==> config.mk <==
export PLATFORM = sky130hd
export DESIGN_NAME = det3_seq_engine
export DESIGN_NICKNAME = d
export VERILOG_FILES = /design/src/rtl/det3_pkg.sv /design/src/rtl/det3_mac.sv /design/src/rtl/det3_seq_engine.sv
export SDC_FILE = /design/constraint.sdc
export NUM_CORES = 1
export LEC_CHECK = 0
export BUFFER_PORTS_ARGS = -buffer_cell sky130_fd_sc_hd__buf_2
export CORE_ASPECT_RATIO = 0.9
export CORE_MARGIN = 4
export CORE_UTILIZATION = 51
export DETAILED_ROUTE_END_ITERATION = 16
export GPL_TIMING_DRIVEN = 0
export PLACE_DENSITY_LB_ADDON = 0.3
export SYNTH_ARGS = -nofsm -noshare
export SYNTH_HDL_FRONTEND = slang
export SYNTH_HIERARCHICAL = 1
export SYNTH_SLANG_ARGS = --single-unit
==> constraint.sdc <==
create_clock -name clk -period 6.73 [get_ports clk]
set_input_delay 1.0095 -clock clk [delete_from_list [all_inputs] [get_ports clk]]
set_output_delay 1.0095 -clock clk [all_outputs]
set_load 0.03 [all_outputs]
==> src/rtl/det3_pkg.sv <==
// Shared types and constants for the sequential 3x3 determinant engine.
// Contents: FSM state enum, element indices A..I, step/element counts,
//   and the six-entry cofactor term table (x, y, z element index + sign).
package det3_pkg;

  typedef enum logic [1:0] {IDLE, LOAD, COMPUTE, DONE} state_t;

  // Row-major element indices: [[a,b,c],[d,e,f],[g,h,i]]
  localparam logic [3:0] A = 4'd0;
  localparam logic [3:0] B = 4'd1;
  localparam logic [3:0] C = 4'd2;
  localparam logic [3:0] D = 4'd3;
  localparam logic [3:0] E = 4'd4;
  localparam logic [3:0] F = 4'd5;
  localparam logic [3:0] G = 4'd6;
  localparam logic [3:0] H = 4'd7;
  localparam logic [3:0] I = 4'd8;

  localparam int N_STEPS = 12;
  localparam int N_ELEM  = 9;

  typedef struct packed {
    logic [3:0] x;
    logic [3:0] y;
    logic [3:0] z;
    logic       neg;
  } term_t;

  // Term k of det = +aei +bfg +cdh -ceg -bdi -afh
  function automatic term_t term_lookup(input logic [2:0] k);
    term_t t;
    case (k)
      3'd0:    t = '{x: A, y: E, z: I, neg: 1'b0};
      3'd1:    t = '{x: B, y: F, z: G, neg: 1'b0};
      3'd2:    t = '{x: C, y: D, z: H, neg: 1'b0};
      3'd3:    t = '{x: C, y: E, z: G, neg: 1'b1};
      3'd4:    t = '{x: B, y: D, z: I, neg: 1'b1};
      3'd5:    t = '{x: A, y: F, z: H, neg: 1'b1};
      default: t = '{x: A, y: E, z: I, neg: 1'b0};
    endcase
    return t;
  endfunction

endpackage

==> src/rtl/det3_mac.sv <==
// Shared multiply-accumulate: registered EW x EW product, then acc +/- (p * z).
// Latency: product registered one cycle after mul_en; acc updated on acc_en edge.
// Backpressure: none; sequenced entirely by the engine FSM.
// Ports: clk, rst_n, acc_clr (sync zero), mul_en, acc_en, x/y/z elements,
//   sub (subtract term), sum (combinational acc +/- p*z, i.e. next acc value).
module det3_mac #(
  parameter int EW = 4,
  parameter int OW = 16
) (
  input  logic          clk,
  input  logic          rst_n,
  input  logic          acc_clr,
  input  logic          mul_en,
  input  logic          acc_en,
  input  logic [EW-1:0] x,
  input  logic [EW-1:0] y,
  input  logic [EW-1:0] z,
  input  logic          sub,
  output logic [OW-1:0] sum
);

  logic [2*EW-1:0] p_q;
  logic [2*EW-1:0] xe;
  logic [2*EW-1:0] ye;
  logic [3*EW-1:0] pe;
  logic [3*EW-1:0] ze;
  logic [3*EW-1:0] pz;
  logic [OW-1:0]   pz_ext;
  logic [OW-1:0]   acc_q;

  assign xe = {{EW{1'b0}}, x};
  assign ye = {{EW{1'b0}}, y};
  assign pe = {{EW{1'b0}}, p_q};
  assign ze = {{(2*EW){1'b0}}, z};
  assign pz = pe * ze;

  // Triple product is always non-negative, so zero-extension is the sign extension.
  assign pz_ext = {{(OW-3*EW){1'b0}}, pz};
  assign sum    = sub ? (acc_q - pz_ext) : (acc_q + pz_ext);

  always_ff @(posedge clk or negedge rst_n) begin
    if (!rst_n) begin
      p_q   <= '0;
      acc_q <= '0;
    end else begin
      if (mul_en) p_q <= xe * ye;
      if (acc_clr)     acc_q <= '0;
      else if (acc_en) acc_q <= sum;
    end
  end

endmodule

==> src/rtl/det3_seq_engine.sv <==
// Sequential 3x3 determinant: loads 9 unsigned elements, runs 6 triple-product MACs.
// Latency: out_valid rises 12 cycles after the edge accepting the 9th element.
// Backpressure: in_ready low outside IDLE/LOAD or under clear; result held until out_ready.
// Ports: clk, rst_n, clear (sync abort), in_valid/in_ready/in_data (element stream),
//   out_valid/out_ready/det_out (signed result stream), busy (LOAD/COMPUTE/DONE).
module det3_seq_engine
  import det3_pkg::*;
#(
  parameter int EW = 4,
  parameter int OW = 16
) (
  input  logic          clk,
  input  logic          rst_n,
  input  logic          clear,
  input  logic          in_valid,
  output logic          in_ready,
  input  logic [EW-1:0] in_data,
  output logic          out_valid,
  input  logic          out_ready,
  output logic [OW-1:0] det_out,
  output logic          busy
);

  state_t        state_q, state_d;
  logic [3:0]    count_q;
  logic [3:0]    step_q;
  logic [EW-1:0] elem [N_ELEM];
  logic          in_fire;
  logic          last_elem;
  logic          last_step;
  logic          in_compute;
  term_t         term;
  logic [OW-1:0] mac_sum;

  assign in_compute = (state_q == COMPUTE);
  assign last_elem  = (count_q == 4'(N_ELEM - 1));
  assign last_step  = (step_q == 4'(N_STEPS - 1));
  assign in_fire    = in_valid & in_ready;

  // Both phases of a term share the same table entry: k = step / 2.
  assign term = term_lookup(step_q[3:1]);

  always_comb begin
    state_d   = state_q;
    in_ready  = 1'b0;
    out_valid = 1'b0;
    busy      = 1'b1;
    case (state_q)
      IDLE: begin
        busy     = 1'b0;
        in_ready = ~clear;
        if (in_valid & ~clear) state_d = LOAD;
      end
      LOAD: begin
        in_ready = ~clear;
        if (in_valid & ~clear & last_elem) state_d = COMPUTE;
      end
      COMPUTE: begin
        if (last_step) state_d = DONE;
      end
      DONE: begin
        out_valid = 1'b1;
        if (out_ready) state_d = IDLE;
      end
      default: state_d = IDLE;
    endcase
    if (clear) state_d = IDLE;
  end

  always_ff @(posedge clk or negedge rst_n) begin
    if (!rst_n) begin
      state_q <= IDLE;
      count_q <= '0;
      step_q  <= '0;
      det_out <= '0;
    end else begin
      state_q <= state_d;

      if (clear)                      count_q <= '0;
      else if (in_fire && last_elem)  count_q <= '0;
      else if (in_fire)               count_q <= count_q + 4'd1;

      if (clear || !in_compute) step_q <= '0;
      else                      step_q <= step_q + 4'd1;

      // The final accumulate lands on the same edge as DONE entry, so take the
      // MAC's next value rather than its register.
      if (in_compute && last_step && !clear) det_out <= mac_sum;
    end
  end

  // Element file carries no reset: every entry is rewritten before it is read.
  always_ff @(posedge clk) begin
    if (in_fire) elem[count_q] <= in_data;
  end

  det3_mac #(.EW(EW), .OW(OW)) u_mac (
    .clk     (clk),
    .rst_n   (rst_n),
    .acc_clr (clear | (in_fire & last_elem)),
    .mul_en  (in_compute & ~step_q[0]),
    .acc_en  (in_compute & step_q[0] & ~clear),
    .x       (elem[term.x]),
    .y       (elem[term.y]),
    .z       (elem[term.z]),
    .sub     (term.neg),
    .sum     (mac_sum)
  );

endmodule

* Word level (Yosys, flattened, before mapping)
Memories as Yosys holds them, arrays and structs flattened.
Index checks and enable logic that the tools add are counted.
** Storage, ports and cells
- Flip-flop bits (word level) :: 50
- Latch bits :: 0
- Memory bits (writable) :: 36
- Memory bits (read-only) :: 0
- Output and inout bits :: 19
- Logic and storage cells :: 67
- Memories kept :: 1
** Cells by class
- $add $sub $neg :: 4
- $mul :: 2
- Div/mod/pow operators :: 0
- Order comparisons :: 0
- Equality and inequality tests :: 14
- Shift operators :: 0
- Mux-type cells :: 19
- Bitwise gates (word level) :: 10
- Reduce and logical (&&, ||, !) cells :: 11
** Memory list
- elem :: words 9, width 4, rd ports 3, clocked after Yosys merged registers in 0, wr ports 1, RTL line det3_seq_engine.sv:27 : logic [EW-1:0] elem [N_ELEM];
** Operators by type and width (count)
- one-hot mux 11 bit (5 select lines) :: 1
- two-way mux 16 bit :: 3
- adder 16 x 12 -> 16 bit :: 1
- two-way mux 4 bit :: 4
- subtractor 16 x 12 -> 16 bit :: 1
- multiplier 8 x 4 -> 12 bit :: 1
- inequality test 3 bit, second input constant :: 4
- two-way mux 2 bit :: 5
- adder 4 x 1 -> 4 bit, second input constant :: 2
- equality test 4 bit, second input constant :: 2
- multiplier 4 x 4 -> 8 bit :: 1
- one-hot mux 2 bit (4 select lines) :: 1
- bitwise AND 1 bit :: 7
- equality test 3 x 2 -> 1 bit, second input constant :: 2
- equality test 3 bit, second input constant :: 2
- two-way mux 1 bit :: 5
- equality test 2 bit, second input constant :: 2
- AND reduction 4 bit :: 1
- equality test 3 x 1 -> 1 bit, second input constant :: 1
- logical AND 1 bit :: 3
- nonzero test 3 bit :: 1
- equality test 2 x 1 -> 1 bit, second input constant :: 1
- logical NOT 1 bit :: 2
- logical NOT 2 bit :: 1
- 5 further kinds :: 6

* Depth between registers and ports, before layout
An unclocked memory read counts as a cell.
- Depth in word-level cells :: 8
- Gate-level depth with buffers :: 29

* Modules after synthesis
The synthesis kept the hierarchy.
** By module, submodules not included
- det3_mac :: times used 1, cells an instance 366, area an instance 3218.1 um^2, seq. area each 600.6 um^2
- det3_seq_engine :: times used 1, cells an instance 236, area an instance 2959.1 um^2, seq. area each 1731.7 um^2

* Worst setup path before layout
Ideal clock, no wire load.
- Kind :: register -> register
- From :: register step_q[3]
- To :: register det_out[15]
- Arrival :: 6089 ps
- Required time :: 6603 ps
- Path slack :: 513 ps
- Cell stages (with the launch flop) :: 27
- Path buffers :: 2
- Cells stage by stage :: dfrtp_1 -> buf_6 -> inv_1 -> buf_2 -> o22ai_1 -> a21oi_1 -> nand2_1 -> fa_1 -> inv_1 -> fa_1 -> inv_1 -> fa_1 -> nor2b_1 -> o21ai_1 -> o211ai_2 -> xor2_1 -> or4_4 -> and3_2 -> nor2_1 -> ha_1 -> a21oi_1 -> o21ai_0 -> a221o_1 -> a31oi_1 -> o21ai_0 -> xor3_1 -> mux2_1
** Between the ends
- Word-level cells in the longest chain between the ends :: 6
- Elaborated cells between the ends (all ways) :: 14
** Ends and longest elaborated chain
- start: declaration :: RTL line det3_seq_engine.sv:26 : logic [3:0] step_q;
- start signal: assignment :: RTL line det3_seq_engine.sv:84 : else step_q <= step_q + 4'd1;
- equality test 3 bit (tied with other cells) :: RTL line det3_pkg.sv:32 : case (k)
- one-hot mux 11 bit (5 select lines) (*) :: RTL line det3_pkg.sv:32
- memory read (9 x 4 bit)
- multiplier 8 x 4 -> 12 bit :: RTL line det3_mac.sv:35 : assign pz = pe * ze;
- adder 16 x 12 -> 16 bit / subtractor 16 x 12 -> 16 bit (equally long branches) :: RTL line det3_mac.sv:39 : assign sum = sub ? (acc_q - pz_ext) : (acc_q + pz_ext);
- two-way mux 16 bit (*) :: RTL line det3_mac.sv:39
- named net mac_sum[15] :: RTL line det3_seq_engine.sv:33 : logic [OW-1:0] mac_sum;
- end signal: assignment :: RTL line det3_seq_engine.sv:88 : if (in_compute && last_step && !clear) det_out <= mac_sum;
- end: declaration :: RTL line det3_seq_engine.sv:20 : output logic [OW-1:0] det_out,
Mark *: on every way through the listed nets, which the timed path passes. The rest lies on a longest branch.
A chain may end at the register's enable or synchronous reset.

* Worst setup path after layout
- From :: register step_q[3]
- To :: register u_mac.acc_q[15]
** Between the ends
- Word-level cells in the longest chain between the ends :: 8
- Elaborated cells between the ends (all ways) :: 13
** Ends and longest elaborated chain
- equality test 3 bit (tied with other cells) :: RTL line det3_pkg.sv:32
- one-hot mux 11 bit (5 select lines) (*) :: RTL line det3_pkg.sv:32
- memory read (9 x 4 bit)
- multiplier 8 x 4 -> 12 bit :: RTL line det3_mac.sv:35
- adder 16 x 12 -> 16 bit / subtractor 16 x 12 -> 16 bit (equally long branches) :: RTL line det3_mac.sv:39
- two-way mux 16 bit (*) :: RTL line det3_mac.sv:39
- two-way mux 16 bit (*) :: RTL line det3_mac.sv:48 : else if (acc_en) acc_q <= sum;
- two-way mux 16 bit (*) :: RTL line det3_mac.sv:47 : if (acc_clr) acc_q <= '0;
- end signal: assignment :: RTL line det3_mac.sv:48
- end: declaration :: RTL line det3_mac.sv:29 : logic [OW-1:0] acc_q;
Mark *: on every way between the ends. The rest lies on a longest branch, timed or not. The select of a mux whose other input is x is not followed.

==> metrics.txt <==
crit-path max cell delay=slightly below 0.6 ns; Clock Root Buffer=clkbuf_16; Max Cap Viol=0; Critical Path AT=roughly 6.8 ns; TritonCTS buffer count=9; number of port buffers=27; fill count=around 930; post-route DRC violation count=0; number of flops mapped to enable cells by yosys=36; Post-CTS Hold Buffers=0; Tmin final=between 6 and 7 ns; overall power=about 2.5 mW; post-synth top area cell=dfrtp_1; via count=between 4000 and 5000; Core Region=~12000 µm²; number of global-route vias before repair=4652; register area share after synthesis=between 30% and 40%; crit path capture type=register; Main synth FF type=dfrtp_1; f_max=between 0.15 and 0.2 GHz; Max IR drop VDD=around 0.00022 V; I/O pin count=28; Die Area=13940 µm²; Netlist cell types=between 60 and 70; total grt overflow=0; gp weighted congestion=0.8826; Worst Max-Slew Pin Slew=approximately 1.2 ns; Worst Path Required=around 7.0 ns; CTS tree=done; top cells by area, synth=dfrtp_1, edfxtp_1, ha_1; DRT Wirelength=between 10000 and 15000 µm; critical path fanouts, max=10; HP Start=det_out[0]; share of the synthesized area in the top cell type=roughly 20%; Pwr per Cell Area=between 300 and 400 nW/µm²; clk sinks=86; first-pass GRT wire length=approximately 22000 µm; final period utilization=97.67%; Synth Warn #=6; Setup Crit Path Kind=reg -> reg; Die Y=about 110 µm; #FFs+latches synth=86; # nets final=728; Hold/Removal Path Class=reg -> reg; gr usage total=between 20 and 25%; worst hold path depth=1; ANT nets after route=0; max_slew headroom=between 20% and 30%; Layout area overhead=12.62%; Leakage=about 3.2 nW; clock slew at reported path FFs=0.07 ns; H-tree depth=3; Mapped Area=just over 6000 µm²; initial antenna violation count=0; Reg2Reg Depth=27; Starting Density=a little over half; Clock Skew=around 0.0099 ns; clk buf depth=2; max-slew violations=0; Routed wire per std cell=15.91 µm; die width=between 100 and 150 µm; largest net degree at the start of global routing=just over 50; Via density=approximately 5.6; Critical Path Source=step_q[3]; Post-synth top cells=ha_1, inv_1, nor2_1; first-pass detailed-route iteration total=5; final antenna diode count=0; Hold Vio Cnt, Final=0; DRT iter0 DRCs=roughly 330; WHS=0.4770 ns; Critical-path top delay cell=or4_4; CP Launch Type=register; cells after synthesis=602; worst skew pair latency=about 0.35 ns; FP Rows=37; final core occ=59.87%; Synth async-reset ratio=58.14%; Syn Nets=between 600 and 700; post-detail-place hpwl=9417 µm; layout cells sized above 1=16.54%; FF-to-FF Start=step_q[3]; status=finished, final reports clean; syn avg cell area=10.26 µm²; top-count cell post-synth=ha_1; Final setup viols=0
[layout make-up]
type,instances,area [µm²],area share (%)
multi-input combinational,445,3643,52.37
sequential,86,2333,33.54
clock buffer,9,225.2,3.237
inverter,53,198.9,2.860
timing repair buffer,35,195.2,2.806
tap,156,195.2,2.806
buffer,18,101.3,1.457
clock inverter,7,63.81,0.9173
[per-layer routing]
metal | part of all wire, % | routed length, µm | global-route usage [%] | up-vias
li1 | - | - | - | 2184
met1 | 48 | 6175 | 29.03 | 2221
met2 | 46 | 5870 | 31.39 | 119
met3 | 4.7 | 607 | 3.929 | 22
met4 | 1.7 | 218 | 5.474 | 0
met5 | 0 | 0 | 0 | -
[final timing paths]
check | end | slack (ns)
max | u_mac/acc_q[15] | 0.16
min | det_out[0] | 0.48
max reg2reg | u_mac/acc_q[15] | 0.16
min reg2reg | det_out[0] | 0.48
max in group asynchronous | step_q[1] | 5.05
min in group asynchronous | det_out[10] | 0.90
[flip-flops by register name, summed over array words and instances, names as in the netlist]
name / cells
u_mac/p_q: 8
state_q: 2
step_q: 4
count_q: 4
elem: 36
det_out: 16
u_mac/acc_q: 16
[worst max-delay path: cells and delay by family, from the launching register on]
family | cells | cell delay, ns
buffers and inverters | 5 | 0.59
AOI/OAI and AO/OA | 9 | 1.60
muxes | 2 | 0.55
and+or+nand+nor | 6 | 1.48
xor gates and xnor gates | 1 | 0.22
DFF | 1 | 0.37
adders and majority gates | 4 | 1.62
[power breakdown]
group	leakage, nW	switching [mW]	total (mW)	internal [mW]
clock	0.142	0.223	0.483	0.260
sequential	1.01	0.0385	0.622	0.584
combinational	2.00	0.836	1.45	0.609
[through the flow]
step	instances	setup WS, ns	instance area, µm²	setup TNS [ns]
3_5_place_dp	785	-0.3216	6507	-0.6689
4_1_cts	804	0.02307	6850	0
2_1_floorplan	602	0.5134	6177	0
6_report	809	0.1571	6957	0
3_3_place_gp	785	-0.1135	6507	-0.2225
5_1_grt	809	-0.04774	6957	-0.04774
[what timing repair did]
| item | in CTS | in global routing |
|---|---|---|
| pin swaps | 2 | 9 |
| setup buffers | 3 | 5 |
| endpoints found under the setup margin | 4 | 6 |
| resized for setup | 8 | 14 |
[logic make-up (layout without fill, tap and decap cells)]
| family | Yosys count | in the layout | synth area share, % |
|---|---|---|---|
| compound gates | 113 | 113 | 12.17 |
| fa+ha+maj | 71 | 71 | 16.45 |
| xor+xnor | 36 | 36 | 5.469 |
| flops | 86 | 86 | 37.76 |
| buf+inv | 71 | 122 | 4.740 |
| simple gates | 177 | 177 | 15.13 |
| mux | 48 | 48 | 8.284 |
[layout by cell type, fill, tap and decap left out, drive strengths merged, types with 7 or more instances in the layout]
cell type	n
a21oi	28
a31oi	7
and2	48
buf	45
clkbuf	17
dfrtp	50
edfxtp	36
fa	17
ha	54
inv	58
mux2	25
mux2i	23
nand2	23
nand2b	13
nand3	7
nor2	54
nor2b	11
o21ai	24
o22ai	13
xnor2	27
xor2	8
Power figures use the tool's default switching activity.
